--- config.mk ---
export PLATFORM = sky130hd
export DESIGN_NAME = mbox_req_seq
export DESIGN_NICKNAME = d
export VERILOG_FILES = /design/src/rtl/mbox_req_seq.sv
export SDC_FILE = /design/constraint.sdc
export NUM_CORES = 1
export LEC_CHECK = 0
export CAP_MARGIN = 10
export CORE_UTILIZATION = 41
export DETAILED_ROUTE_END_ITERATION = 8
export GPL_TIMING_DRIVEN = 0
export PLACE_DENSITY_LB_ADDON = 0.15
export SYNTH_ARGS = -nofsm -noshare
export SYNTH_HDL_FRONTEND = slang
export SYNTH_SLANG_ARGS = --single-unit
--- constraint.sdc ---
create_clock -name clk -period 1.9 [get_ports clk]
set_input_delay 0.475 -clock clk [delete_from_list [all_inputs] [get_ports clk]]
set_output_delay 0.475 -clock clk [all_outputs]
set_load 0.01 [all_outputs]
--- src/rtl/mbox_req_seq.sv ---
// EBOX-side memory request sequencer: registers EBOX requests, drives the mbox strobes,
// times the fixed mbox read latency and returns read data with a one-cycle done pulse.
//
// state    | meaning
// ---------+------------------------------------------------------------------
// IDLE     | no cycle in flight; new requests accepted
// RD_WAIT  | read strobe issued, counting down the mbox read latency
// PSE_HOLD | PSE read finished; waiting for the paired write to the latched vma
// WR_CYC   | write strobe on the mbox this cycle; done pulse follows

module mbox_req_seq #(
  parameter int RD_LATENCY = 1,
  parameter int CNT_W      = 4
) (
  input  logic         clk,
  input  logic         resetN,
  input  logic         eboxReq,
  input  logic         eboxRead,
  input  logic         eboxWrite,
  input  logic         eboxPSE,
  input  logic [13:35] eboxVMA,
  input  logic         eboxACRef,
  input  logic [0:35]  eboxWriteData,
  output logic         memStall,
  output logic         memDone,
  output logic [0:35]  memData,
  output logic [13:35] vma,
  output logic         vmaACRef,
  output logic [0:35]  writeData,
  output logic         req,
  output logic         read,
  output logic         write,
  output logic         PSE,
  input  logic [0:35]  cacheDataRead
);

  typedef enum logic [1:0] {
    IDLE     = 2'd0,
    RD_WAIT  = 2'd1,
    PSE_HOLD = 2'd2,
    WR_CYC   = 2'd3
  } state_t;

  state_t           state, state_nxt;
  logic [CNT_W-1:0] cnt, cnt_nxt;
  logic             pse_rd, pse_rd_nxt;
  logic             load_addr, load_data, capture;
  logic             req_nxt, read_nxt, write_nxt, pse_nxt, done_nxt;

  always_ff @(posedge clk) begin
    if (!resetN) begin
      state  <= IDLE;
      cnt    <= '0;
      pse_rd <= 1'b0;
    end else begin
      state  <= state_nxt;
      cnt    <= cnt_nxt;
      pse_rd <= pse_rd_nxt;
    end
  end

  always_comb begin
    state_nxt  = state;
    cnt_nxt    = cnt;
    pse_rd_nxt = pse_rd;
    load_addr  = 1'b0;
    load_data  = 1'b0;
    capture    = 1'b0;
    req_nxt    = 1'b0;
    read_nxt   = 1'b0;
    write_nxt  = 1'b0;
    pse_nxt    = 1'b0;
    done_nxt   = 1'b0;
    memStall   = 1'b0;

    case (state)
      IDLE: begin
        // The strobe cycle itself is spent in RD_WAIT/WR_CYC, so IDLE never stalls.
        if (eboxReq && (eboxRead || eboxWrite)) begin
          load_addr = 1'b1;
          load_data = 1'b1;
          req_nxt   = 1'b1;
          if (eboxRead) begin
            read_nxt   = 1'b1;
            pse_nxt    = eboxPSE | eboxWrite;
            pse_rd_nxt = eboxPSE | eboxWrite;
            cnt_nxt    = CNT_W'(RD_LATENCY);
            state_nxt  = RD_WAIT;
          end else begin
            write_nxt = 1'b1;
            state_nxt = WR_CYC;
          end
        end
      end

      RD_WAIT: begin
        memStall = 1'b1;
        if (cnt == '0) begin
          capture   = 1'b1;
          done_nxt  = 1'b1;
          state_nxt = pse_rd ? PSE_HOLD : IDLE;
        end else begin
          cnt_nxt = cnt - 1'b1;
        end
      end

      PSE_HOLD: begin
        // Only the paired write may proceed; it reuses the vma latched by the read.
        if (eboxReq) begin
          if (eboxWrite) begin
            load_data  = 1'b1;
            req_nxt    = 1'b1;
            write_nxt  = 1'b1;
            pse_nxt    = 1'b1;
            pse_rd_nxt = 1'b0;
            state_nxt  = WR_CYC;
          end else begin
            memStall = 1'b1;
          end
        end
      end

      WR_CYC: begin
        memStall  = 1'b1;
        done_nxt  = 1'b1;
        state_nxt = IDLE;
      end

      default: state_nxt = IDLE;
    endcase
  end

  always_ff @(posedge clk) begin
    if (!resetN) begin
      req       <= 1'b0;
      read      <= 1'b0;
      write     <= 1'b0;
      PSE       <= 1'b0;
      memDone   <= 1'b0;
      memData   <= '0;
      vma       <= '0;
      vmaACRef  <= 1'b0;
      writeData <= '0;
    end else begin
      req     <= req_nxt;
      read    <= read_nxt;
      write   <= write_nxt;
      PSE     <= pse_nxt;
      memDone <= done_nxt;
      if (load_addr) begin
        vma      <= eboxVMA;
        vmaACRef <= eboxACRef;
      end
      if (load_data) writeData <= eboxWriteData;
      if (capture)   memData   <= cacheDataRead;
    end
  end

endmodule
==> results.cfg, run 1 <==
[synth]
yosysSeqAreaShare_pct = 48.83
synth_seq_cells = 108
synth.avg_cell_area_um2 = 9.168
synth_top_cell_area_share_pct = 48.83
synthesis.nets = 586
edff_count_synth = 0
yosys.cell_types.count = 37
synthArstFlopShare_pct = 0
yosysMostFrequentCell = sky130_fd_sc_hd__nand2_1
synth.area.top_cells = sky130_fd_sc_hd__dfxtp_1, sky130_fd_sc_hd__mux2i_1, sky130_fd_sc_hd__nand2_1
synthesis.yosys.warnings = 0
ys_dominant_reg_cell = sky130_fd_sc_hd__dfxtp_1
mappedNetlistArea_mm2 = 0.004428
netlist.top_cell.by_area = sky130_fd_sc_hd__dfxtp_1
synth_common_cells = sky130_fd_sc_hd__nand2_1, sky130_fd_sc_hd__dfxtp_1, sky130_fd_sc_hd__mux2i_1
syn-instance-count = 483

[detailed_routing]
drc = 0
num_vias = 4015
wl_per_cell_um = 14.24
totalWireLength_mm = 12.01
route.antenna.remaining_nets = 0
route.detailed.vias_per_inst = 4.763
drt_first_iter_violations = 153
number_of_detailed_route_iterations_in_the_first_pass = 4

[die]
core.rowCount = 37
floorplan.io_pins = 204
core_box_area_mm2 = 0.01042
fp.dieH_um = 105.9
initial_utilization_pct = 42.51
design.die.area_mm2 = 0.01122
chipWidth_um = 105.9

[run_status]
outcome = complete, no violations

[clock_tree]
root_buffer = sky130_fd_sc_hd__clkbuf_8
clock_latency_ns = 0.36
cts.htree.levels = 3
cts_max_path_buffers = 2
clkTransAtPathRegs_ns = 0.10
cts_tree = done
cts.hold.buffers_added = 0
clock_sink_count = 108
cts_made_buffers = 9

[sta]
final-setup-viol-count = 0
transition_time_of_the_tightest_slew_check_pin_ns = 0.6149
finClkSkew_ns = 0.006622
setup_repair_after_global_routing_missed_its_margin = false
period_needed_ns = 1.791
timing_max_transition_violations_final = 0
fmax_mhz = 558.4
totalNegativeSetupSlack_ns = 0
hold_viol = 0
max_slew_margin_pct = 59.01
final.period_utilization_pct = 94.25

[finish]
postLayoutCoreUtil_pct = 66.37
final.fill_count = 867
synthToLayoutAreaGrowth_pct = 56.12
insertedDiodeCount = 0
layout-drive-gt1-share_pct = 6.365
finish.net_count = 805

[critical_path]
worst_setup_path_start_kind = input port
critical_path.max_fanout = 10
worst_setup_path_end_kind = flip-flop
worst-endpoint-arrival_ns = 2.08
slowest_delay_ns = 0.61
critPathRequiredTime_ns = 2.19
worstReg2RegEnd = memData[4]$_SDFFE_PN0P_
regToRegStartpoint = cnt[0]$_SDFFE_PN0P_
ordered_list_of_cells_on_the_worst_path = clkdlybuf4s50_1 > nor2b_4 > o21a_1 > buf_4 > buf_6 > mux2i_1
crit_slowest_cell = sky130_fd_sc_hd__clkdlybuf4s50_1
path_class = in2reg
r2r_setup_slack_ns = 0.11
worst_r2r_path_depth = 7

[worst_hold_path]
worst_hold_startpoint = eboxWrite
holdCritPathClass = in2reg
hold-path-cell-count = 3
hold_path_end = write$_SDFF_PN0_

[flow_run]
drv_cap = 0

[global_routing]
largest_net_degree_at_the_start_of_global_routing = 18
initial_antenna_violation_count = 0
via_count_of_the_first_global_routing_pass = 4076
grt_overflow = 0
grt_first_pass_wirelength_mm = 19.11
groute.usage.overall_pct = 21.39

[pwr]
power.density_cell_area_mw_per_mm2 = 765.2
total_power_mw = 5.290
vdd_ir_drop_max_uv = 363.0
p_leak_nw = 2.687

[placed_design]
dp.final_hpwl_mm = 8.935
placement.io_buffers = 201
gp_congestion = 0.8197
==> where the power goes <==
part           internal (mW)  total [mW]  switching (mW)
Combinational          0.659        1.14           0.484
Clock                  0.879        1.65           0.771
Sequential              2.42        2.50          0.0814
==> final cells by class <==
type / instances / area, um2 / share of cell area, %
well taps: 136 / 170.2 / 2.462
repair buffers: 207 / 2051 / 29.67
flip-flops and latches: 108 / 2163 / 31.29
multi-input cells: 336 / 2032 / 29.39
plain buffers: 35 / 239.0 / 3.457
inverters: 5 / 18.77 / 0.2715
clock buffers: 10 / 127.6 / 1.846
clock inverters: 6 / 111.4 / 1.611
==> worst max-delay path: cells and delay by family <==
family	cells	cell delay, ns
AO/OA/AOI/OAI	1	0.14
buffers and inverters	3	1.02
multiplexers	1	0.21
AND/OR/NAND/NOR	1	0.23
==> routing by layer <==
metal / global-route usage [%] / part of all wire (%)
met5: 0 / 0
met4: 9.821 / 2.7
met3: 6.376 / 6.7
met2: 36.97 / 49
met1: 24.18 / 42
==> flip-flops by register name, summed over array words and instances, names as in the netlist <==
register   cells
writeData     36
read           1
cnt            4
memDone        1
memData       36
write          1
vma           23
state          2
req            1
vmaACRef       1
PSE            1
pse_rd         1
==> kinds of logic (layout without fill, tap and decap cells) <==
family | count (synthesis) | in the layout | synth area share [%]
AO/OA/AOI/OAI | 19 | 19 | 3.052
adder cells (fa/ha/maj) | 1 | 1 | 0.2825
multiplexers | 97 | 97 | 21.93
buffers and inverters | 40 | 263 | 5.764
flip-flops | 108 | 108 | 48.83
AND/OR/NAND/NOR | 218 | 219 | 20.15
==> worst max path at each step <==
stage / start / endpoint / slack [ns] / cells after the start
after global routing: cnt[0]$_SDFFE_PN0P_ / memData[4]$_SDFFE_PN0P_ / 0.01 / 7
after global placement: eboxReq / memStall / -0.36 / 4
after CTS: eboxRead / writeData[23]$_SDFFE_PN0P_ / 0.03 / 6
final: eboxRead / writeData[3]$_SDFFE_PN0P_ / 0.11 / 6
after floorplan: cnt[0]$_SDFFE_PN0P_ / memData[0]$_SDFFE_PN0P_ / 0.29 / 7
after detailed placement: eboxReq / memStall / -0.40 / 4
==> cell usage in the layout (no fill, tap or decap), types with 5 or more instances in the layout <==
cell type	n
sky130_fd_sc_hd__buf_2	5
sky130_fd_sc_hd__clkbuf_8	9
sky130_fd_sc_hd__a21oi_1	5
sky130_fd_sc_hd__inv_1	5
sky130_fd_sc_hd__buf_6	6
sky130_fd_sc_hd__mux2i_1	97
sky130_fd_sc_hd__clkbuf_1	19
sky130_fd_sc_hd__nand2_1	198
sky130_fd_sc_hd__clkdlybuf4s50_1	199
sky130_fd_sc_hd__buf_4	8
sky130_fd_sc_hd__dfxtp_1	107
==> per-stage QoR <==
| stage | cell area [um2] | setup slack, ns | std cells | hold WS [ns] |
|---|---|---|---|---|
| after CTS | 6849 | 0.03353 | 836 | 0.3966 |
| after global placement | 6610 | -0.3623 | 820 | 0.4406 |
| final | 6913 | 0.1093 | 843 | 0.4098 |
| after floorplan | 4428 | 0.2877 | 483 | 0.4546 |
| after global routing | 6913 | 0.01246 | 843 | 0.4216 |
| after detailed placement | 6610 | -0.3991 | 820 | 0.4466 |
==> repair_timing <==
action,CTS,global route
gates resized for setup,3,6
endpoints found under the setup margin,1,51
buffers inserted,0,6
pin swaps,0,1
cloned,0,1
Power figures use the tool's default switching activity.
==> run 2, diff against run 1 <==
CAP_MARGIN = 20   (was 10)
CORE_UTILIZATION = 49   (was 41)
DONT_BUFFER_PORTS = 1   (was not set)
==> run 2 against run 1 <==
Critical path depth rose by 1. Utilization decreased by 12 points. Final area fell by 31%. Sequential power rose by 4%. Global-route usage fell by 0.10 points. Routed wire length is 16% lower. Combinational power decreased by 51%. Sequential share of layout area rose by 14 points. Power shrank 16%. Hold slack worse by 0.18 ns. Highest routed layer unchanged. Flip-flop and latch count stayed put. Register-to-register slack improved by 0.06 ns.
==> results.cfg, run 2 (synthesis gave the netlist of run 1 again) <==
[finish]
layout.cells.most_common_list = sky130_fd_sc_hd__nand2_1, sky130_fd_sc_hd__dfxtp_1, sky130_fd_sc_hd__mux2i_1
final.fill_count = 833
synthToLayoutAreaGrowth_pct = 7.912
layout-drive-gt1-share_pct = 7.540
post_route_standard_cell_area_excluding_fillers_mm2 = 0.004778
postLayoutCoreUtil_pct = 54.79
biggestRegsByFlops = memData: 36 flops, writeData: 36 flops, vma: 23 flops
final_common_cell = sky130_fd_sc_hd__nand2_1
finish.net_count = 602
insertedDiodeCount = 0

[detailed_routing]
num_vias = 3245
number_of_detailed_route_iterations_in_the_first_pass = 4
wl_per_cell_um = 16.44
route.detailed.vias_per_inst = 5.302
drt_first_iter_violations = 79
drc = 0
route.antenna.remaining_nets = 0
totalWireLength_mm = 10.06

[sta]
whs_ns = 0.2348
final.period_utilization_pct = 90.93
finClkSkew_ns = 0.01754
hold_viol = 0
period_needed_ns = 1.728
final-setup-viol-count = 0
setup_repair_after_global_routing_missed_its_margin = false
fmax_mhz = 578.8
totalNegativeSetupSlack_ns = 0
max_slew_margin_pct = 59.77
timing_max_transition_violations_final = 0
transition_time_of_the_tightest_slew_check_pin_ns = 0.5954

[clock_tree]
clock_latency_ns = 0.36
cts.hold.buffers_added = 0
cts_tree = done
postCtsResizedCells = 0
cts_made_buffers = 9
post-cts-setup-buffers = 0
root_buffer = sky130_fd_sc_hd__clkbuf_8
cts.htree.levels = 3
clock_sink_count = 108
clkTransAtPathRegs_ns = 0.11
cts_max_path_buffers = 2

[global_routing]
grt_first_pass_wirelength_mm = 16.15
initial_antenna_violation_count = 0
grt_overflow = 0
groute.usage.overall_pct = 21.28
via_count_of_the_first_global_routing_pass = 3282
largest_net_degree_at_the_start_of_global_routing = 18

[critical_path]
worst_setup_path_end_kind = flip-flop
worst-endpoint-arrival_ns = 2.02
worst_setup_path_start_kind = flip-flop
critPathRequiredTime_ns = 2.20
path_class = reg2reg
critical_path.max_fanout = 10

[flow_run]
drv_cap = 0

[placed_design]
placed_area_mm2 = 0.004563
dp.final_hpwl_mm = 7.461
placement.io_buffers = 0
gp_congestion = 0.8064

[pwr]
power.density_cell_area_mw_per_mm2 = 931.9
seqPwrFrac_pct = 58.2
logic_gate_share_of_total_power_pct = 12.5
p_leak_nw = 1.895
switching_power_mw = 1.259
power.clock.fraction_pct = 29.3
p_int_mw = 3.194
total_power_mw = 4.453
vdd_ir_drop_max_uv = 395.1
power_switching_share_pct = 28.27

[die]
fp.dieH_um = 97.06
core_box_area_mm2 = 0.008721
initial_utilization_pct = 50.77
floorplan.io_pins = 204
design.die.area_mm2 = 0.009421
chipWidth_um = 97.06
core.rowCount = 34

[run_status]
outcome = complete, no violations

[worst_hold_path]
holdCritPathClass = in2reg
[run 2: cell type report]
class                   count  area (um2)  share of cell area, %
flip-flops and latches    108        2162                  45.25
multi-input cells         335        2011                  42.08
plain buffers              35       236.5                  4.949
clock buffers              12       145.1                  3.037
well taps                 108       135.1                  2.828
repair buffers              5       37.54                 0.7855
clock inverters             4       32.53                 0.6808
inverters                   5       18.77                 0.3928
[run 2: worst paths after layout]
path	from	endpoint	slack, ns	cells after the start
max	cnt[0]$_SDFFE_PN0P_	memData[12]$_SDFFE_PN0P_	0.17	7
min	eboxWriteData[12]	writeData[12]$_SDFFE_PN0P_	0.23	2
max reg2reg	cnt[0]$_SDFFE_PN0P_	memData[12]$_SDFFE_PN0P_	0.17	7
min reg2reg	pse_rd$_SDFFE_PN0P_	pse_rd$_SDFFE_PN0P_	0.49	2
[run 2: metal layers]
metal | wire length (um) | GRT usage, % | vias up
li1 | - | - | 1607
met1 | 4152 | 24.98 | 1494
met2 | 4892 | 35.59 | 126
met3 | 829 | 7.338 | 18
met4 | 185 | 8.381 | 0
met5 | 0 | 0 | -
[run 2: power by group through the flow]
stage,Clock [mW],Combinational (mW),Sequential [mW]
detailed placement,0,0.554,2.64
finish,1.30,0.559,2.59
global route,1.42,0.619,2.61
floorplan,0,0.461,2.61
global placement,0,0.534,2.64
CTS,1.32,0.554,2.59
[run 2: through the flow]
stage	setup WS, ns	std cells
global route	0.03721	612
CTS	0.1111	607
finish	0.1723	612
global placement	-0.03658	591
detailed placement	-0.1181	591
floorplan	0.2877	483
[run 2: worst max-delay path: stages, from the launching register on]
cell	delay (ns)
sky130_fd_sc_hd__dfxtp_1	0.34
sky130_fd_sc_hd__inv_1	0.07
sky130_fd_sc_hd__ha_1	0.17
sky130_fd_sc_hd__or3b_1	0.36
sky130_fd_sc_hd__buf_6	0.15
sky130_fd_sc_hd__nor2_8	0.21
sky130_fd_sc_hd__buf_12	0.18
sky130_fd_sc_hd__mux2i_1	0.19
==> run 3, diff against run 2 <==
CORE_UTILIZATION = 55   (was 49)
==> run 3 against run 2 <==
Die area fell by 11%. Worst setup slack lost 0.044 ns. Flip-flop and latch count stayed put. Cell count shrank 0.98%. Sequential power about the same. Sequential share of layout area down 0.15 points. Global-route usage is 1.7 points higher. Combinational power is essentially flat. Utilization is 6.9 points higher. Register-to-register slack worse by 0.04 ns. Final area up 0.34%. Clock power grew 10%. Largest cell class unchanged. Largest power group unchanged. Highest routed layer unchanged.
==> results.cfg, run 3 (synthesis gave the netlist of run 1 again) <==
[sta]
whs_ns = 0.2334
final_critical_path_setup_slack_ns = 0.1280
hold_viol = 0
final-setup-viol-count = 0
fmax_mhz = 564.3
timing_max_transition_violations_final = 0
transition_time_of_the_tightest_slew_check_pin_ns = 0.5808
final.period_utilization_pct = 93.26
period_needed_ns = 1.772
finClkSkew_ns = 0.01314
max_slew_margin_pct = 60.75

[critical_path]
critical_path.max_fanout = 10
worstReg2RegEnd = memData[2]$_SDFFE_PN0P_
slowest_delay_ns = 0.37
worst-endpoint-arrival_ns = 2.07
setup.worst_path.end = memData[2]$_SDFFE_PN0P_
path_class = reg2reg
ordered_list_of_cells_on_the_worst_path = inv_1 > ha_1 > or3b_1 > buf_6 > nor2_8 > buf_12 > mux2i_1
worst_r2r_path_depth = 7
r2r_setup_slack_ns = 0.13
crit_slowest_cell = sky130_fd_sc_hd__or3b_1
regToRegStartpoint = cnt[0]$_SDFFE_PN0P_
critPathRequiredTime_ns = 2.20
worst_setup_path_start_kind = flip-flop
worst_path_dominant_cell_family = simple AND/OR/NAND/NOR gates
critical_path_depth = 7
crit_buf_inv = 3
worst_setup_path_end_kind = flip-flop
crit_path_start = cnt[0]$_SDFFE_PN0P_

[die]
floorplan.io_pins = 204
initial_utilization_pct = 57.01
design.die.area_mm2 = 0.008413
core_box_area_mm2 = 0.007767
chipWidth_um = 91.73
core.rowCount = 32
fp.dieH_um = 91.73

[run_status]
outcome = complete, no violations

[detailed_routing]
route.antenna.remaining_nets = 0
drt_first_iter_violations = 79
num_vias = 3276
totalWireLength_mm = 9.706
drc = 0
number_of_detailed_route_iterations_in_the_first_pass = 4
route.detailed.vias_per_inst = 5.406
wl_per_cell_um = 16.02

[global_routing]
grt_first_pass_wirelength_mm = 15.32
groute.usage.overall_pct = 22.96
grt_overflow = 0
via_count_of_the_first_global_routing_pass = 3196
largest_net_degree_at_the_start_of_global_routing = 18
initial_antenna_violation_count = 0

[pwr]
vdd_ir_drop_max_uv = 531.6
p_leak_nw = 1.911
total_power_mw = 4.575
power.density_cell_area_mw_per_mm2 = 954.2

[placed_design]
post-place-ws_ns = -0.005568
placed_area_mm2 = 0.004556
placement.io_buffers = 0
gp_congestion = 0.8019
dp.final_hpwl_mm = 7.130
placed_cells = 585

[finish]
final_common_cell = sky130_fd_sc_hd__nand2_1
post_route_standard_cell_area_excluding_fillers_mm2 = 0.004795
finalNonFillerCells = 606
finish.net_count = 602
insertedDiodeCount = 0
layout-drive-gt1-share_pct = 7.738
ff_latch_area_mm2 = 0.002162
layout.cells.most_common_list = sky130_fd_sc_hd__nand2_1, sky130_fd_sc_hd__dfxtp_1, sky130_fd_sc_hd__mux2i_1
final.fill_count = 690
biggestRegsByFlops = memData: 36 flops, writeData: 36 flops, vma: 23 flops
multi_input_gate_area_in_the_final_layout_mm2 = 0.002011
synthToLayoutAreaGrowth_pct = 8.279

[clock_tree]
clock_sink_count = 108
cts_tree = done
cts.htree.levels = 3
cts_made_buffers = 9
root_buffer = sky130_fd_sc_hd__clkbuf_8
clock_latency_ns = 0.36
clkTransAtPathRegs_ns = 0.11
cts_max_path_buffers = 2

[worst_hold_path]
holdCritPathClass = in2reg

[flow_run]
drv_cap = 0
[run 3: cell types whose count changed in the layout (fill, tap and decap cells not counted), sizes merged]
cell      previous run  this run
bufinv               0         1
clkbuf              30        29
clkinvlp             2         1
inv                  7         6
clkinv               0         2
[run 3: stage by stage]
stage / setup TNS (ns) / util [%]
final: 0 / 61.73
after global routing: -0.002385 / 61.73
after CTS: 0 / 61.24
after detailed placement: -0.005568 / 58.65
after global placement: 0 / 58.65
after floorplan: 0 / -
[run 3: worst min-delay path by stage]
stage          cells past startpoint                       start                    endpoint  slack (ns)
2_1_floorplan                      2         pse_rd$_SDFFE_PN0P_         pse_rd$_SDFFE_PN0P_        0.45
3_3_place_gp                       2         pse_rd$_SDFFE_PN0P_         pse_rd$_SDFFE_PN0P_        0.47
3_5_place_dp                       2  writeData[22]$_SDFFE_PN0P_  writeData[22]$_SDFFE_PN0P_        0.49
4_1_cts                            2                 eboxVMA[33]        vma[33]$_SDFFE_PN0P_        0.22
5_1_grt                            2            eboxWriteData[1]   writeData[1]$_SDFFE_PN0P_        0.22
6_report                           2                 eboxVMA[33]        vma[33]$_SDFFE_PN0P_        0.23
[run 3: final cells by class]
| class | instances | area share, % |
|---|---|---|
| well taps | 102 | 2.662 |
| flip-flops and latches | 108 | 45.09 |
| clock inverters | 5 | 1.253 |
| multi-input cells | 335 | 41.94 |
| clock buffers | 11 | 2.949 |
| repair buffers | 5 | 0.7829 |
| plain buffers | 35 | 4.932 |
| inverters | 5 | 0.3914 |
[run 3: timing repair]
| item | in CTS | in global routing |
|---|---|---|
| gates resized for setup | 0 | 0 |
| setup endpoints to repair | 0 | 6 |
| setup buffers | 0 | 5 |
| hold buffers | 0 | 0 |
[run 3: layer usage]
metal	track usage, %	vias to the layer above	share of wire, %
met4	9.896	0	2.5
li1	-	1606	-
met1	26.28	1529	41
met5	0	-	0
met3	7.380	21	7.5
met2	39.29	120	49
[run 3: report_power, final]
part	leakage, nW	internal (mW)	total [mW]	switching, mW
Sequential	0.882	2.42	2.59	0.174
Clock	0.0999	0.652	1.43	0.777
Combinational	0.929	0.254	0.557	0.303
